### src/rtl/banco_registros_sb_if.sv
// Register-bank bus: two read ports with busy flags, one write port,
// one reservation port and the live busy count.
interface banco_registros_sb_if #(
    parameter int DATA_W = 32,
    parameter int ADDR_W = 5
);
    logic [ADDR_W-1:0] R_register_1;
    logic [ADDR_W-1:0] R_register_2;
    logic [DATA_W-1:0] R_data_1;
    logic [DATA_W-1:0] R_data_2;
    logic              R_busy_1;
    logic              R_busy_2;
    logic [ADDR_W-1:0] W_register;
    logic [DATA_W-1:0] W_data;
    logic              RegEn;
    logic [ADDR_W-1:0] Rsv_register;
    logic              RsvEn;
    logic [ADDR_W:0]   busy_count;

    // Datapath / hazard unit side
    modport master (
        output R_register_1, R_register_2, W_register, W_data, RegEn,
               Rsv_register, RsvEn,
        input  R_data_1, R_data_2, R_busy_1, R_busy_2, busy_count
    );

    // Register bank side
    modport slave (
        input  R_register_1, R_register_2, W_register, W_data, RegEn,
               Rsv_register, RsvEn,
        output R_data_1, R_data_2, R_busy_1, R_busy_2, busy_count
    );
endinterface

### src/rtl/banco_registros_sb.sv
// Register bank with two combinational read ports, one synchronous write
// port, optional hard-wired zero register, write-to-read bypass and a
// per-register busy scoreboard with a registered busy count.
module banco_registros_sb #(
    parameter int DATA_W   = 32,
    parameter int ADDR_W   = 5,
    parameter int ZERO_REG = 1,
    parameter int BYPASS   = 1
) (
    input  logic                 clk,
    input  logic                 rst_n,
    banco_registros_sb_if.slave  bus
);
    localparam int DEPTH = 2 ** ADDR_W;

    // Registers need a whole-array asynchronous clear, so they are flops
    // rather than block RAM.
    logic [DATA_W-1:0] mem_reg [DEPTH];
    logic [DEPTH-1:0]  busy_reg;
    logic [DEPTH-1:0]  busy_next;
    logic [ADDR_W:0]   busy_count_reg;
    logic [ADDR_W:0]   busy_count_next;

    // One-hot decode of the write and reservation targets. Register 0 never
    // decodes when it is hard-wired, so it is never written nor reserved;
    // its flop stays at its reset value of zero, which makes reads of r0
    // return 0 and not-busy without any extra read-side logic.
    logic [DEPTH-1:0] wr_hit;
    logic [DEPTH-1:0] rsv_hit;

    logic set_new;
    logic clr_old;

    generate
        for (genvar gi = 0; gi < DEPTH; gi++) begin : g_reg
            if (ZERO_REG != 0 && gi == 0) begin : g_zero
                assign wr_hit[gi]  = 1'b0;
                assign rsv_hit[gi] = 1'b0;
            end else begin : g_norm
                assign wr_hit[gi]  = bus.RegEn && (bus.W_register == ADDR_W'(gi));
                assign rsv_hit[gi] = bus.RsvEn && (bus.Rsv_register == ADDR_W'(gi));
            end
            // A fresh reservation beats a same-edge release.
            assign busy_next[gi] = rsv_hit[gi] | (busy_reg[gi] & ~wr_hit[gi]);
        end
    endgenerate

    // Net change of the count: a reservation of an idle register adds one,
    // a write releasing a busy register (not re-reserved) removes one.
    assign set_new = |(rsv_hit & ~busy_reg);
    assign clr_old = |(wr_hit & busy_reg & ~rsv_hit);
    assign busy_count_next = busy_count_reg
                           + {{ADDR_W{1'b0}}, set_new}
                           - {{ADDR_W{1'b0}}, clr_old};

    // Register array, scoreboard and busy count; all cleared by reset.
    always_ff @(posedge clk or negedge rst_n) begin
        if (!rst_n) begin
            for (int i = 0; i < DEPTH; i++) begin
                mem_reg[i] <= '0;
            end
            busy_reg       <= '0;
            busy_count_reg <= '0;
        end else begin
            for (int i = 0; i < DEPTH; i++) begin
                if (wr_hit[i]) begin
                    mem_reg[i] <= bus.W_data;
                end
            end
            busy_reg       <= busy_next;
            busy_count_reg <= busy_count_next;
        end
    end

    // Read port 1: array value, or the in-flight write data when forwarding.
    // Forwarded data also hides the busy flag unless the same register is
    // being re-reserved this cycle.
    always_comb begin
        bus.R_data_1 = mem_reg[bus.R_register_1];
        bus.R_busy_1 = busy_reg[bus.R_register_1];
        if (BYPASS != 0 && wr_hit[bus.R_register_1]) begin
            bus.R_data_1 = bus.W_data;
            if (!rsv_hit[bus.R_register_1]) begin
                bus.R_busy_1 = 1'b0;
            end
        end
    end

    // Read port 2: same behaviour as port 1, fully independent.
    always_comb begin
        bus.R_data_2 = mem_reg[bus.R_register_2];
        bus.R_busy_2 = busy_reg[bus.R_register_2];
        if (BYPASS != 0 && wr_hit[bus.R_register_2]) begin
            bus.R_data_2 = bus.W_data;
            if (!rsv_hit[bus.R_register_2]) begin
                bus.R_busy_2 = 1'b0;
            end
        end
    end

    assign bus.busy_count = busy_count_reg;

endmodule

### src/flat_wrapper.sv
// flat-port wrapper written by rule: the top's interface ports become plain ports
module banco_registros_sb_flat 
#(
    parameter int DATA_W   = 32,
    parameter int ADDR_W   = 5,
    parameter int ZERO_REG = 1,
    parameter int BYPASS   = 1
)
  (clk, rst_n, bus_R_register_1, bus_R_register_2, bus_W_register, bus_W_data, bus_RegEn, bus_Rsv_register, bus_RsvEn, bus_R_data_1, bus_R_data_2, bus_R_busy_1, bus_R_busy_2, bus_busy_count);
  banco_registros_sb_if #(.DATA_W(DATA_W), .ADDR_W(ADDR_W)) bus_i ();
  input  logic clk;
  input  logic rst_n;
  input wire logic [$bits(bus_i.R_register_1)-1:0] bus_R_register_1;
  input wire logic [$bits(bus_i.R_register_2)-1:0] bus_R_register_2;
  input wire logic [$bits(bus_i.W_register)-1:0] bus_W_register;
  input wire logic [$bits(bus_i.W_data)-1:0] bus_W_data;
  input wire logic [$bits(bus_i.RegEn)-1:0] bus_RegEn;
  input wire logic [$bits(bus_i.Rsv_register)-1:0] bus_Rsv_register;
  input wire logic [$bits(bus_i.RsvEn)-1:0] bus_RsvEn;
  output wire logic [$bits(bus_i.R_data_1)-1:0] bus_R_data_1;
  output wire logic [$bits(bus_i.R_data_2)-1:0] bus_R_data_2;
  output wire logic [$bits(bus_i.R_busy_1)-1:0] bus_R_busy_1;
  output wire logic [$bits(bus_i.R_busy_2)-1:0] bus_R_busy_2;
  output wire logic [$bits(bus_i.busy_count)-1:0] bus_busy_count;
  assign bus_i.R_register_1 = bus_R_register_1;
  assign bus_i.R_register_2 = bus_R_register_2;
  assign bus_i.W_register = bus_W_register;
  assign bus_i.W_data = bus_W_data;
  assign bus_i.RegEn = bus_RegEn;
  assign bus_i.Rsv_register = bus_Rsv_register;
  assign bus_i.RsvEn = bus_RsvEn;
  assign bus_R_data_1 = bus_i.R_data_1;
  assign bus_R_data_2 = bus_i.R_data_2;
  assign bus_R_busy_1 = bus_i.R_busy_1;
  assign bus_R_busy_2 = bus_i.R_busy_2;
  assign bus_busy_count = bus_i.busy_count;
  banco_registros_sb #(.DATA_W(DATA_W), .ADDR_W(ADDR_W), .ZERO_REG(ZERO_REG), .BYPASS(BYPASS)) u_core (.clk(clk), .rst_n(rst_n), .bus(bus_i));
endmodule
### config.mk
export PLATFORM = sky130hd
export DESIGN_NAME = banco_registros_sb_flat
export DESIGN_NICKNAME = d
export VERILOG_FILES = /design/src/rtl/banco_registros_sb_if.sv /design/src/rtl/banco_registros_sb.sv /design/src/flat_wrapper.sv
export SDC_FILE = /design/constraint.sdc
export NUM_CORES = 2
export LEC_CHECK = 0
export CAP_MARGIN = 30
export CELL_PAD_IN_SITES_DETAIL_PLACEMENT = 1
export CELL_PAD_IN_SITES_GLOBAL_PLACEMENT = 1
export CORE_MARGIN = 5
export CORE_UTILIZATION = 47
export DETAILED_ROUTE_END_ITERATION = 12
export PLACE_DENSITY_LB_ADDON = 0.2
export SLEW_MARGIN = 30
export SYNTH_ARGS = -nofsm -noshare
export SYNTH_HDL_FRONTEND = slang
export SYNTH_SLANG_ARGS = --single-unit
export TNS_END_PERCENT = 100
### constraint.sdc
create_clock -name clk -period 3.3 [get_ports clk]
set_input_delay 0.825 -clock clk [delete_from_list [all_inputs] [get_ports clk]]
set_output_delay 0.825 -clock clk [all_outputs]
set_load 0.01 [all_outputs]
### After elaboration in Yosys (flattened, before gate mapping)

Index checks and enable logic that the tools add are counted.

| cells by class | value |
|---|---|
| add/subtract/negate cells | 2 |
| shifts and indexed selects | 0 |
| $lt $le $gt $ge | 4 |
| bitwise operators | 100 |
| $mul | 0 |
| reduce and logical (&&, ||, !) cells | 64 |
| divide/modulo/power cells | 0 |
| multiplexer cells | 24 |
| equality and inequality tests | 62 |

Operators with widths:

| cell | number |
|---|---|
| 32-bit binary-select mux with 5-bit select | 2 |
| 32-bit two-way mux | 6 |
| 5-bit == test (second input constant) | 32 |
| 32-bit AND | 3 |
| 5-bit by 4-bit == test with 1-bit output (second input constant) | 16 |
| 32-bit inverter | 2 |
| 32-bit OR reduction | 2 |
| 1-bit logical AND | 62 |
| 5-bit by 3-bit == test with 1-bit output (second input constant) | 8 |
| 1-bit AND | 31 |
| 1-bit inverter | 31 |
| 1-bit OR | 31 |
| 1-bit binary-select mux with 5-bit select | 6 |
| 5-bit by 2-bit == test with 1-bit output (second input constant) | 4 |
| 6-bit greater-or-equal comparator (second input constant) | 2 |
| 5-bit by 6-bit < comparator with 1-bit output (second input constant) | 2 |
| 5-bit inverter with 6-bit output | 2 |
| 5-bit by 1-bit == test with 1-bit output (second input constant) | 2 |
| 1-bit two-way mux | 10 |
| 6-bit by 1-bit adder with 6-bit output | 1 |
| 6-bit by 1-bit subtractor with 6-bit output | 1 |

| storage, ports and cells | value |
|---|---|
| bits in read-only memories | 0 |
| output and inout port bits | 72 |
| logic and storage cells | 289 |
| input port bits | 56 |
| memory bits (writable) | 0 |
| bits in latches | 0 |
| register bits | 1029 |
| memories kept | 0 |

### Depth between registers and ports, before layout

| depth | value |
|---|---|
| depth in word-level cells | 6 |
| depth in mapped cells | 17 |
| depth with buffers taken out | 14 |

### Least setup slack after synthesis

Ideal clock, no wire load.

| path | value |
|---|---|
| path kind | input port to flip-flop |
| from | in bus_Rsv_register[2] |
| to | reg u_core.busy_count_reg[4] (netlist: u_core.bus.busy_count[4]) |
| path slack | -0.306 ns |
| library setup time | 0.123 ns |
| stages on the path | 16 |
| data required time | 3.177 ns |
| arrival time | 3.484 ns |
| buffers on the path | 2 |
| path through | clkbuf_1 -> buf_2 -> nand4b_1 -> o2111ai_1 -> nand4_1 -> nor4_1 -> nand3_1 -> ha_1 -> inv_1 -> ha_1 -> inv_1 -> fa_1 -> inv_1 -> a21o_1 -> a21oi_1 -> xnor2_1 |

| on the way | value |
|---|---|
| cells in the longest elaborated chain, start to end | 6 |
| elaborated cells between the ends (all ways) | 69 |
| those cells by class | add/sub (2); eq/ne (31); bitwise (3); reduce/logical (33) |

Ends and longest elaborated chain:

| element | RTL line | RTL |
|---|---|---|
| from (decl) | flat_wrapper.sv:18 | `input wire logic [$bits(bus_i.Rsv_register)-1:0] bus_Rsv_register;` |
| 5-bit by 1-bit == test with 1-bit output, or another cell as far along | banco_registros_sb.sv:41 | `assign rsv_hit[gi] = bus.RsvEn && (bus.Rsv_register == ADDR_W'(gi));` |
| 1-bit logical AND | banco_registros_sb.sv:41 |  |
| 32-bit AND / 32-bit inverter (equally long branches) | banco_registros_sb.sv:50, banco_registros_sb.sv:51 |  |
| 32-bit OR reduction / 32-bit AND (equally long branches) | banco_registros_sb.sv:50, banco_registros_sb.sv:51 |  |
| 6-bit by 1-bit adder with 6-bit output / 32-bit OR reduction (equally long branches) | banco_registros_sb.sv:53, banco_registros_sb.sv:51 |  |
| 6-bit by 1-bit subtractor with 6-bit output * | banco_registros_sb.sv:54 | `- {{ADDR_W{1'b0}}, clr_old};` |
| named net u_core.busy_count_next[4] | banco_registros_sb.sv:22 | `logic [ADDR_W:0] busy_count_next;` |
| to (signal assigned) | banco_registros_sb.sv:71 | `busy_count_reg <= busy_count_next;` |
| to (decl) | banco_registros_sb.sv:21 | `logic [ADDR_W:0] busy_count_reg;` |

The timed path passes the listed nets; every way through them passes the cells marked *.
A chain may end at the register's enable or synchronous reset.

### Worst setup path after layout

| path | value |
|---|---|
| from | in bus_W_register[4] |
| to | out bus_R_data_2[18] |

| on the way | value |
|---|---|
| cells in the longest elaborated chain, start to end | 5 |
| elaborated cells between the ends (all ways) | 65 |
| those cells by class | eq/ne (31); mux (3); reduce/logical (31) |

Ends and longest elaborated chain:

| element | RTL line | RTL |
|---|---|---|
| from (decl) | flat_wrapper.sv:15 | `input wire logic [$bits(bus_i.W_register)-1:0] bus_W_register;` |
| 5-bit by 1-bit == test with 1-bit output, or another cell as far along | banco_registros_sb.sv:40 | `assign wr_hit[gi] = bus.RegEn && (bus.W_register == ADDR_W'(gi));` |
| 1-bit logical AND | banco_registros_sb.sv:40 |  |
| 1-bit binary-select mux with 5-bit select * | banco_registros_sb.sv:93 | `if (BYPASS != 0 && wr_hit[bus.R_register_2]) begin` |
| 1-bit two-way mux (not written as such) * | banco_registros_sb.sv:93 |  |
| 32-bit two-way mux * | banco_registros_sb.sv:93 |  |
| to (decl) | flat_wrapper.sv:21 | `output wire logic [$bits(bus_i.R_data_2)-1:0] bus_R_data_2;` |

Every way passes the cells marked *; elsewhere a longest branch is shown, timed or not. The select of a mux whose other input is x is not followed.

==> run metrics <==
run status finished with violations; failing checks setup timing; Synth Net Count about 4500; via count 47590; slowest cell on the critical path nor4b_4; crit share post-route 1.11; DRC errors left 0; largest net degree at the start of global routing 101; cells after synthesis about 4400; design area around 0.073 mm^2; Worst setup SP type input port; Antenna Nets Post-Route 0; post-layout util 0.618; Max transition margin 0.234; crit path DAT between 2 and 3 ns; row count about 130; Post-synth EDFFs 0; WS Path Type input port to output pin; hold slack final roughly 0.066 ns; Syn Area/Cell 12.6 um^2; Async S/R FF share, synth 1.00; hpwl dp 149000 um; #FFs+latches synth roughly 1000; Core Region 0.118 mm^2; Area Overhead vs Synth 30.4%; Chip Width around 360 um; crit path setup slack, layout -0.371 ns; FMAX around 270 MHz; worst hold path type input port to asynchronous set/reset pin; synthesized area about 0.056 mm^2; Worst-Margin Slew 1.15 ns; crit path time final between 3 and 4 ns; setup TNS -16.98 ns; DRT Wirelength 257000 um; CTS tree yes; placed cell area 0.0645 mm^2; Final Setup Violations 66; Synth cell types 76; Initial Util 0.474; first-pass GRT wire length between 300000 and 400000 um; H-tree Lvls 3; Die Ht approximately 360 um; CTS Buffer Depth 3; Peak VDD IR 0.450 mV; post-synth top area share 0.460; commonest non-fill, non-tap cell in the layout dfrtp_1; Overflow after GRT 0; gr usage total 0.399; IO Pins roughly 130; number of flip-flops under the largest register name about 990; non-filler instance count after layout 6716; commonest cells after routing, fill and taps aside dfrtp_1, mux2_2, nand2_1, buf_4, mux4_2; Max Slew Vio Count 0; MaxCap Viol Count 0; Worst Clk Skew approximately 0.021 ns; Final Net Count 5150; DR iter-0 viols ~5700; pre-CTS setup slack -1.17 ns; Placed Cells 6302; cell accounting for the most synthesized area dfrtp_1; clock sinks between 1000 and 1500; Pre-antenna DRT Iters 5; worst skew pair latency approximately 0.73 ns; worst-path cell chain buf_12 > buf_12 > nor4b_4 > a21oi_1 > o32a_4 > or2_4 > buf_12 > buf_12 > mux2_4 > buf_6; Avg WL per Cell roughly 38 um; Crit path largest cell delay 0.32 ns; most used flip-flop cell after synthesis dfrtp_1; most frequent CP cell buf_12; Final Hold Viols 0; CTS Hold Buffers Added 0; Worst EP required around 2.5 ns; DIE AREA roughly 0.13 mm^2; LEAKAGE 32.6 nW; I/O Buffers 127; layout cells sized above 1 0.503; synth warn 0; crit path max fanout 5; Final Power approximately 41 mW; total CTS buffers about 110; RePlAce Congestion ~0.9; clk slew on worst S/H paths ~0.060 ns; RSZ-0062 raised after global routing yes; sequential share of the synthesized area 0.460; Via density approximately 7; Synth area leaders dfrtp_1, mux4_2, mux2_2; vias in the first global route 50731; PD cells roughly 570 mW/mm^2; clk root buf clkbuf_16; CP Capture Type output pin; initial antenna violation count 15
-- synthesized netlist by cell type (5+ instances only) --
cell       count
a221o_1        9
o31ai_1        8
nand4b_1       5
a22oi_1       17
o2bb2ai_1     12
nor4_1         5
o21ai_0      337
o2111ai_1     20
and2_1         8
a21oi_1       14
nand2_1      591
a41oi_1       20
a22o_1        43
nor2b_1       14
buf_1         11
o22a_1        11
dfrtp_1     1029
buf_4         19
mux2_1         6
nor3_1        41
buf_2        149
mux2_2       748
o211ai_1      10
nand3_1       10
o32a_1         6
or3_1         12
xnor2_1       15
nor2_1        81
clkbuf_1     287
nand4_1        7
ha_1           6
inv_1         35
mux2i_1      138
mux4_2       417
a221oi_1     120
o22ai_1       81
nand2b_1      16
-- cells by family after synthesis --
logic type               count (synthesis)  synth area share
multiplexers                          1313             0.345
flip-flops                            1029             0.460
AND/OR/NAND/NOR                        820            0.0624
AO/OA/AOI/OAI                          746            0.0889
buffers and inverters                  504            0.0386
XOR/XNOR                                19           0.00297
adder cells (fa/ha/maj)                  7           0.00170
-- power by group --
part / total (mW) / switching [mW] / internal [mW]
registers: 17.4 / 2.30 / 15.1
clock network: 13.2 / 5.65 / 7.54
logic: 10.8 / 4.95 / 5.88
total: 41.4 / 12.9 / 28.5
-- area by class of cell --
class                      instances  area, um^2
clock buffer                     169        3350
inverter                          37         139
clock inverter                    34         395
multi-input combinational       2905       30100
fill                           11156       45100
antenna                            6        15.0
sequential                      1029       25700
timing repair buffer            1000       11300
tap                             1536        1920
-- per-layer routing --
metal  global-route usage  routed length [um]  share of wire  vias up
li1                     -                   -              -    18064
met1                0.513               95200           0.37    25109
met2                0.589              113000           0.44     3338
met3                0.119               29000           0.11     1061
met4                0.264               20000          0.078       18
met5                    0                 126        0.00049        -
-- path summary, 6_finish.rpt --
kind | startpoint | to | slack [ns] | cells after the start
max | bus_W_register[4] | bus_R_data_2[18] | -0.37 | 10
min | rst_n | u_core.mem_reg[838] | 0.07 | 1
max reg2reg | u_core.busy_reg[6] | u_core.bus.busy_count[4] | 0.42 | 13
min reg2reg | u_core.mem_reg[909] | u_core.mem_reg[909] | 0.50 | 2
max in group asynchronous | rst_n | u_core.mem_reg[957] | 2.13 | 3
min in group clk | u_core.mem_reg[909] | u_core.mem_reg[909] | 0.50 | 2
-- worst max-delay path: cells and delay by family --
kind,cells,cell delay (ns)
buffers and inverters,5,0.67
and+or+nand+nor,2,0.63
AOI/OAI and AO/OA,2,0.40
muxes,1,0.30
-- repair_timing --
action	4_1_cts	5_1_grt
pin swaps	97	92
gates resized for setup	711	179
setup endpoints to repair	68	68
buffers inserted	166	40
gates cloned	32	1
Power figures use the tool's default switching activity.
